$ cat src/rtl/keypad_matrix_scanner.sv
// keypad_matrix_scanner
// Scans a 4x4 active-low key matrix one column at a time, classifies each
// full 4-column frame, debounces press/release over whole frames and
// presents the accepted key as a code, a one-cycle strobe and a held level.
module keypad_matrix_scanner #(
    parameter int SCAN_DIV        = 50000,  // clk_50M cycles per scan tick, >= 2
    parameter int DEBOUNCE_FRAMES = 5       // identical frames to accept, >= 1
) (
    input  logic       clk_50M,
    input  logic       rst_n,
    input  logic [3:0] ROW,
    output logic [3:0] COL,
    output logic [3:0] KeyCode,
    output logic       KeyValid,
    output logic       KeyHeld
);

    localparam int DIV_W = (SCAN_DIV > 2) ? $clog2(SCAN_DIV) : 1;
    localparam int CNT_W = $clog2(DEBOUNCE_FRAMES + 1);
    localparam logic [DIV_W-1:0] DIV_LAST   = DIV_W'(SCAN_DIV - 1);
    localparam logic [CNT_W-1:0] DEB_TARGET = CNT_W'(DEBOUNCE_FRAMES);
    localparam logic [CNT_W-1:0] CNT_ONE    = CNT_W'(1);

    typedef enum logic [1:0] {
        IDLE        = 2'd0,
        DEB_PRESS   = 2'd1,
        PRESSED     = 2'd2,
        DEB_RELEASE = 2'd3
    } state_t;

    // ROW synchronizer
    logic [3:0]       row_meta_reg;
    logic [3:0]       row_sync_reg;

    // Scan timing
    logic [DIV_W-1:0] div_reg;
    logic [1:0]       col_idx_reg;
    logic             tick;

    // Frame accumulator: hit count saturates at 2 (only 0 / 1 / many matter)
    logic [1:0]       acc_cnt_reg;
    logic [3:0]       acc_code_reg;
    logic             frame_done_reg;

    // Per-column analysis of the sampled rows
    logic [3:0]       row_hit;
    logic [2:0]       col_hits;
    logic [1:0]       col_row;
    logic [1:0]       base_cnt;
    logic [3:0]       base_code;
    logic [2:0]       sum_cnt;
    logic [1:0]       merged_cnt;
    logic [3:0]       merged_code;

    // Debounce FSM
    state_t           state_reg, state_next;
    logic [CNT_W-1:0] cnt_reg, cnt_next, cnt_inc;
    logic [3:0]       cand_reg, cand_next;
    logic [3:0]       code_reg, code_next;
    logic             valid_reg, valid_next;
    logic             held_reg, held_next;
    logic             frame_none;
    logic             frame_single;

    // Two-flop synchronizer; idle level is all rows high (released)
    always_ff @(posedge clk_50M or negedge rst_n) begin
        if (!rst_n) begin
            row_meta_reg <= 4'hF;
            row_sync_reg <= 4'hF;
        end else begin
            row_meta_reg <= ROW;
            row_sync_reg <= row_meta_reg;
        end
    end

    assign tick = (div_reg == DIV_LAST);

    // Scan divider and column index; the column moves on the same tick it is sampled
    always_ff @(posedge clk_50M or negedge rst_n) begin
        if (!rst_n) begin
            div_reg     <= '0;
            col_idx_reg <= 2'd0;
        end else begin
            div_reg <= tick ? '0 : div_reg + 1'b1;
            if (tick) begin
                col_idx_reg <= col_idx_reg + 2'd1;
            end
        end
    end

    assign COL = ~(4'b0001 << col_idx_reg);

    // Rows are active-low: a low row on the driven column is a hit
    generate
        for (genvar gi = 0; gi < 4; gi++) begin : g_row_hit
            assign row_hit[gi] = ~row_sync_reg[gi];
        end
    endgenerate

    // Count hits in the current column and pick the lowest hit row
    always_comb begin
        col_hits = 3'd0;
        col_row  = 2'd0;
        for (int i = 3; i >= 0; i--) begin
            if (row_hit[i]) begin
                col_hits = col_hits + 3'd1;
                col_row  = 2'(i);
            end
        end
    end

    // Merge this column into the frame; column 0 starts a fresh frame
    always_comb begin
        base_cnt    = (col_idx_reg == 2'd0) ? 2'd0 : acc_cnt_reg;
        base_code   = (col_idx_reg == 2'd0) ? 4'd0 : acc_code_reg;
        sum_cnt     = {1'b0, base_cnt} + col_hits;
        merged_cnt  = (sum_cnt >= 3'd2) ? 2'd2 : sum_cnt[1:0];
        merged_code = (base_cnt == 2'd0 && col_hits != 3'd0) ? {col_row, col_idx_reg}
                                                               : base_code;
    end

    // Frame accumulator; the col-3 sample closes the frame for the FSM
    always_ff @(posedge clk_50M or negedge rst_n) begin
        if (!rst_n) begin
            acc_cnt_reg    <= 2'd0;
            acc_code_reg   <= 4'd0;
            frame_done_reg <= 1'b0;
        end else begin
            frame_done_reg <= tick && (col_idx_reg == 2'd3);
            if (tick) begin
                acc_cnt_reg  <= merged_cnt;
                acc_code_reg <= merged_code;
            end
        end
    end

    assign frame_none   = (acc_cnt_reg == 2'd0);
    assign frame_single = (acc_cnt_reg == 2'd1);

    // FSM state and registered outputs
    always_ff @(posedge clk_50M or negedge rst_n) begin
        if (!rst_n) begin
            state_reg <= IDLE;
            cnt_reg   <= '0;
            cand_reg  <= 4'd0;
            code_reg  <= 4'd0;
            valid_reg <= 1'b0;
            held_reg  <= 1'b0;
        end else begin
            state_reg <= state_next;
            cnt_reg   <= cnt_next;
            cand_reg  <= cand_next;
            code_reg  <= code_next;
            valid_reg <= valid_next;
            held_reg  <= held_next;
        end
    end

    // Debounce decisions, taken only in the cycle after a frame completes
    always_comb begin
        state_next = state_reg;
        cnt_next   = cnt_reg;
        cand_next  = cand_reg;
        code_next  = code_reg;
        held_next  = held_reg;
        valid_next = 1'b0;
        cnt_inc    = cnt_reg + CNT_ONE;
        if (frame_done_reg) begin
            case (state_reg)
                IDLE: begin
                    if (frame_single) begin
                        if (DEBOUNCE_FRAMES == 1) begin
                            code_next  = acc_code_reg;
                            valid_next = 1'b1;
                            held_next  = 1'b1;
                            cnt_next   = '0;
                            state_next = PRESSED;
                        end else begin
                            cand_next  = acc_code_reg;
                            cnt_next   = CNT_ONE;
                            state_next = DEB_PRESS;
                        end
                    end
                end
                DEB_PRESS: begin
                    if (frame_single) begin
                        if (acc_code_reg == cand_reg) begin
                            if (cnt_inc >= DEB_TARGET) begin
                                code_next  = cand_reg;
                                valid_next = 1'b1;
                                held_next  = 1'b1;
                                cnt_next   = '0;
                                state_next = PRESSED;
                            end else begin
                                cnt_next = cnt_inc;
                            end
                        end else begin
                            cand_next = acc_code_reg;
                            cnt_next  = CNT_ONE;
                        end
                    end else begin
                        cnt_next   = '0;
                        state_next = IDLE;
                    end
                end
                PRESSED: begin
                    // Rollover and extra keys are ignored until a clean release
                    if (frame_none) begin
                        if (DEBOUNCE_FRAMES == 1) begin
                            held_next  = 1'b0;
                            cnt_next   = '0;
                            state_next = IDLE;
                        end else begin
                            cnt_next   = CNT_ONE;
                            state_next = DEB_RELEASE;
                        end
                    end
                end
                DEB_RELEASE: begin
                    if (frame_none) begin
                        if (cnt_inc >= DEB_TARGET) begin
                            held_next  = 1'b0;
                            cnt_next   = '0;
                            state_next = IDLE;
                        end else begin
                            cnt_next = cnt_inc;
                        end
                    end else begin
                        cnt_next   = '0;
                        state_next = PRESSED;
                    end
                end
                default: begin
                    state_next = IDLE;
                end
            endcase
        end
    end

    assign KeyCode  = code_reg;
    assign KeyValid = valid_reg;
    assign KeyHeld  = held_reg;

endmodule
$ cat config.mk
export PLATFORM = sky130hd
export DESIGN_NAME = keypad_matrix_scanner
export DESIGN_NICKNAME = d
export VERILOG_FILES = /design/src/rtl/keypad_matrix_scanner.sv
export SDC_FILE = /design/constraint.sdc
export NUM_CORES = 1
export LEC_CHECK = 0
export ABC_AREA = 1
export CORE_ASPECT_RATIO = 1.5
export CORE_UTILIZATION = 53
export CTS_CLUSTER_SIZE = 10
export DETAILED_ROUTE_END_ITERATION = 7
export PLACE_DENSITY = 0.75
export SLEW_MARGIN = 20
export SYNTH_ARGS = -nofsm -noshare
export SYNTH_HDL_FRONTEND = slang
export SYNTH_SLANG_ARGS = --single-unit
$ cat constraint.sdc
create_clock -name clk_50M -period 2.8 [get_ports clk_50M]
set_input_delay 0.84 -clock clk_50M [delete_from_list [all_inputs] [get_ports clk_50M]]
set_output_delay 0.84 -clock clk_50M [all_outputs]
set_load 0.05 [all_outputs]
# After elaboration in Yosys (flattened, before gate mapping)
# Index checks and enable logic that the tools add are counted.
[word_totals]
latchBits = 0
reg_bits = 48
word_cells = 101
n_memories = 0
mem_bits_ro = 0
ram_bits = 0
inputBits = 6
out_inout_bits = 10
[op_classes]
shift = 1
n_eq_ne = 18
div_mod_pow = 0
mux = 43
n_reduce_logical = 16
n_addsub = 7
n_lt_le_gt_ge = 2
multipliers = 0
n_bitwise = 1
[op_table]
columns = ["op", "n"]
rows = [
  ["3-bit 2-to-1 mux", 9],
  ["2-bit 2-to-1 mux", 13],
  ["4-bit 2-to-1 mux", 5],
  ["16-bit by 1-bit adder with 16-bit output (second input constant)", 1],
  ["16-bit equality test (second input constant)", 1],
  ["16-bit 2-to-1 mux", 1],
  ["2-bit inequality test (second input constant)", 8],
  ["3-bit by 1-bit adder with 3-bit output (second input constant)", 4],
  ["3-bit one-hot mux with 4 select lines", 1],
  ["1-bit 2-to-1 mux", 11],
  ["5-bit AND reduction", 2],
  ["3-bit inequality test (second input constant)", 3],
  ["2-bit zero test", 4],
  ["2-bit one-hot mux with 4 select lines", 1],
  ["4-bit one-hot mux with 2 select lines", 1],
  ["7-bit AND reduction", 1],
  ["2-bit equality test (second input constant)", 3],
  ["6-bit AND reduction", 1],
  ["2-bit nonzero test", 3],
  ["2-bit by 1-bit equality test with 1-bit output (second input constant)", 2],
  ["4-bit equality test", 1],
  ["4-bit inverter", 1],
  ["1-bit by 2-bit left shift with 4-bit output (first input constant)", 1],
  ["2-bit by 3-bit adder with 3-bit output", 1],
  ["8 further kinds", 9],
]

# Depth between registers and ports, before layout
[depth]
word_depth = 11
ltp_mapped = 17
depth_no_buf = 17

# Worst setup path after synthesis
# Ideal clock, no wire load.
[synth_timing]
kind = "register to register"
from = "register row_sync_reg[2]"
to = "register acc_cnt_reg[0]"
arrival_time_ns = 2.509
path_buffers = 0
setup_time_ns = 0.076
path_stages_with_launch = 16
t_required_ns = 2.724
path_slack_ns = 0.215
cell_sequence = "dfstp_2 inv_1 ha_1 inv_1 nand2_1 nand2_1 ha_1 or2_2 nand2_1 inv_1 fa_1 inv_1 nand2_1 a21oi_1 nand3_1 o21ai_1"
[synth_via]
elab_chain_len = 8
[synth_rtl]
columns = ["item", "line", "rtl"]
rows = [
  ["start, declared", "33", "logic [3:0] row_sync_reg;"],
  ["start signal, assigned", "72", "row_sync_reg <= row_meta_reg;"],
  ["3-bit 2-to-1 mux (*)", "105", "if (row_hit[i]) begin"],
  ["3-bit by 1-bit adder with 3-bit output", "106", "col_hits = col_hits + 3'd1;"],
  ["3-bit 2-to-1 mux (*)", "105", ""],
  ["3-bit by 1-bit adder with 3-bit output", "106", ""],
  ["3-bit 2-to-1 mux (*)", "105", ""],
  ["2-bit by 3-bit adder with 3-bit output (*)", "116", "sum_cnt = {1'b0, base_cnt} + col_hits;"],
  ["3-bit by 2-bit greater-or-equal comparator with 1-bit output", "117", "merged_cnt = (sum_cnt >= 3'd2) ? 2'd2 : sum_cnt[1:0];"],
  ["2-bit 2-to-1 mux (*)", "117", ""],
  ["end signal, assigned", "131", "acc_cnt_reg <= merged_cnt;"],
  ["end, declared", "41", "logic [1:0] acc_cnt_reg;"],
]
# Every way passes the cells marked *; elsewhere a longest branch is shown, timed or not.
# A chain may end at the register's enable or synchronous reset.

# Final worst setup path
# Same ends and word-level chain as after synthesis.

==> impl_metrics.env <==
export IMPL_status="finished clean"
export IMPL_crit_required_ns=3.03
export IMPL_port_buffers=15
export IMPL_ant_nets=0
export IMPL_whs_ns=0.3589
export IMPL_r2r_end="acc_cnt_reg[0]$_DFFE_PN0N_"
export IMPL_clkTransAtPathRegs_ns=0.08
export IMPL_overflow=0
export IMPL_antenna_found_initial=0
export IMPL_cts_root_buffer="clkbuf_8"
export IMPL_r2r_start="row_sync_reg[2]$_DFF_PN1_"
export IMPL_endpoint="acc_cnt_reg[0]$_DFFE_PN0N_"
export IMPL_synth_fp_nets=337
export IMPL_fin_crit_sh_pct=96.50
export IMPL_cts_max_level=2
export IMPL_synthTopCellsByArea="dfrtp_1 (38%), nand2_1 (12%), dfstp_2 (8.0%)"
export IMPL_slowest_delay_ns=0.57
export IMPL_synth_edff_count=0
export IMPL_min_period_ns=2.702
export IMPL_syn_inst=317
export IMPL_drive_above_1_share_pct=13.20
export IMPL_design_area_um2=2988
export IMPL_endpoint_kind="flip-flop"
export IMPL_slew_violations=0
export IMPL_grt_pass1_wl_mm=8.217
export IMPL_cts_max_path_buffers=2
export IMPL_path_cells="inv_1 -> ha_4 -> inv_1 -> nand2_1 -> nand2_1 -> ha_1 -> or2_2 -> nand2_1 -> inv_1 -> fa_1 -> inv_1 -> nand2_1 -> a21oi_2 -> nand3_1 -> o21ai_1"
export IMPL_viasPerCell=5.084
export IMPL_gp_congestion=0.9709
export IMPL_r2r_setup_slack_ns=0.1
export IMPL_ir_drop_mv=0.2519
export IMPL_fillers=463
export IMPL_yosys_area_top_type="dfrtp_1"
export IMPL_largest_reg_flops=16
export IMPL_row_count=31
export IMPL_start_kind="flip-flop"
export IMPL_avgRoutedWirePerCell_um=11.96
export IMPL_hold_class="flip-flop to flip-flop"
export IMPL_grt_use_total_pct=20.71
export IMPL_coreArea_um2=4810
export IMPL_dp_hpwl_mm=3.701
export IMPL_arrival_ns=2.93
export IMPL_syn_area_per_cell_um2=8.285
export IMPL_netlist_area_um2=2626
export IMPL_insertion_delay_ns=0.30
export IMPL_synth_cell_types=31
export IMPL_synth_top_area_share_pct=38.11
export IMPL_slew_headroom_pct=59.80
export IMPL_initial_utilization_pct=54.60
export IMPL_holdBufCountCts=0
export IMPL_tightest_slew_ns=0.6030
export IMPL_vias=2069
export IMPL_num_antenna_cells=0
export IMPL_powerDensity_nw_per_um2=423.4
export IMPL_setup_violations_final=0
export IMPL_startpoint="row_sync_reg[2]$_DFF_PN1_"
export IMPL_cts_sinks=48
export IMPL_worst_setup_path_type="flip-flop to flip-flop"
export IMPL_max_freq_mhz=370.1
export IMPL_ys_warn_count=0
export IMPL_drv_cap=0
export IMPL_rsz0062_at_grt="true"
export IMPL_drt_iter0_drc=85
export IMPL_grt_start_max_net_pins=27
export IMPL_placed_area_um2=2858
export IMPL_remaining_drc_errors=0
export IMPL_utilization_pct=62.12
export IMPL_clock_skew_ns=0.01367
export IMPL_firstDrtPassIters=4
export IMPL_r2r_cells=15
export IMPL_crit_path_top_delay_cell="dfstp_2"
export IMPL_first_global_vias=2034
export IMPL_async_flop_share_pct=100.0
export IMPL_cts_buffers=5
export IMPL_io_pins=16
export IMPL_path_max_fanout=5
export IMPL_die_y_um=88.22
export IMPL_wl_mm=4.866
export IMPL_cts_tree="done"
export IMPL_ys_ff_latch=48
export IMPL_ys_flop_type="dfrtp_1"
export IMPL_area_delta_synth_final_pct=13.77
export IMPL_p_leak_nw=1.555
export IMPL_hold_violations=0
export IMPL_die_area_um2=5247
export IMPL_layout_nets=360
export IMPL_die_x_um=59.48
export IMPL_yosysSeqAreaShare_pct=46.12
## cell families after synthesis
family	synth area share [%]
adders and majority gates	6.956
buffers and inverters	7.289
xor gates and xnor gates	5.336
DFF	46.12
AOI/OAI and AO/OA	3.144
and+or+nand+nor	31.16
## power by group
group | total [mW] | internal [mW] | leakage, nW | switching, mW
logic | 0.0646 | 0.0243 | 0.870 | 0.0403
registers | 0.707 | 0.703 | 0.629 | 0.00412
clock network | 0.493 | 0.265 | 0.0558 | 0.229
## Yosys cell counts, types with 2 or more instances
cell	number
inv_1	40
ha_1	13
o21ai_0	2
nor3_1	8
o211ai_1	2
o21ai_1	2
nand3_1	27
nor2_2	2
nand2_1	82
xor2_1	16
nand4_1	3
nand3_2	5
dfrtp_1	40
dfstp_2	8
nor2_1	33
inv_2	8
a21oi_1	8
or2_2	2
nor3_4	2
nand2_2	3
## per-stage QoR
stage / setup TNS (ns) / instances / total power [mW] / setup WS [ns]
2_1_floorplan: 0 / 317 / 0.7521 / 0.2151
3_3_place_gp: 0 / 399 / 0.7800 / 0.1381
3_5_place_dp: 0 / 399 / 0.7826 / 0.03423
4_1_cts: 0 / 407 / 1.281 / 0.006120
5_1_grt: -0.008132 / 407 / 1.318 / -0.008132
6_report: 0 / 407 / 1.265 / 0.09788
## per-layer routing
metal | share of wire [%] | GRT usage, % | up-vias | wire length [µm]
met2 | 55 | 37.79 | 44 | 2653
met1 | 40 | 21.80 | 974 | 1930
li1 | - | - | 1037 | -
met5 | 0 | 0 | - | 0
met4 | 2.8 | 12.34 | 0 | 136
met3 | 3.0 | 3.216 | 14 | 147
## what timing repair did
action	4_1_cts	5_1_grt
setup buffers	0	0
endpoints found under the setup margin	0	3
gates resized for setup	0	3
## how the worst min path moves through the flow
stage | start | endpoint | slack, ns | cells past startpoint
floorplan | row_meta_reg[0]$_DFF_PN1_ | row_sync_reg[0]$_DFF_PN1_ | 0.35 | 0
global placement | row_meta_reg[0]$_DFF_PN1_ | row_sync_reg[0]$_DFF_PN1_ | 0.35 | 0
detailed placement | row_meta_reg[0]$_DFF_PN1_ | row_sync_reg[0]$_DFF_PN1_ | 0.35 | 0
CTS | row_meta_reg[0]$_DFF_PN1_ | row_sync_reg[0]$_DFF_PN1_ | 0.36 | 0
global route | row_meta_reg[0]$_DFF_PN1_ | row_sync_reg[0]$_DFF_PN1_ | 0.36 | 0
finish | row_meta_reg[0]$_DFF_PN1_ | row_sync_reg[0]$_DFF_PN1_ | 0.36 | 0
## layout by cell type (no fill, tap or decap), types with 2 or more instances in the layout
cell / instances
clkdlybuf4s50_1: 13
inv_2: 8
nand2_1: 82
o211ai_1: 2
xor2_1: 16
nand3_2: 5
a21oi_1: 7
or2_2: 2
nand3_1: 27
nor2_2: 2
buf_4: 2
o21ai_0: 2
nor2_1: 33
nor3_4: 2
dfrtp_1: 40
dfstp_2: 8
o21ai_1: 2
nor3_1: 8
inv_1: 40
ha_1: 12
clkbuf_8: 5
nand4_1: 3
nand2_2: 3
## layout make-up
type / count / area, µm² / share of cell area [%]
multi-input cells: 220 / 1240 / 41.50
flip-flops and latches: 48 / 1211 / 40.54
inverters: 48 / 180.2 / 6.030
repair buffers: 17 / 162.7 / 5.444
well taps: 66 / 82.58 / 2.764
clock buffers: 5 / 68.82 / 2.303
clock inverters: 3 / 42.54 / 1.424
## critical path: cells and delay by family (launching register included)
kind            cells  cell delay [ns]
fa+ha+maj           3             0.96
simple gates        6             0.63
flops               1             0.57
buf+inv             4             0.25
compound gates      2             0.23
No activity file was read; power rests on OpenSTA's default activity.
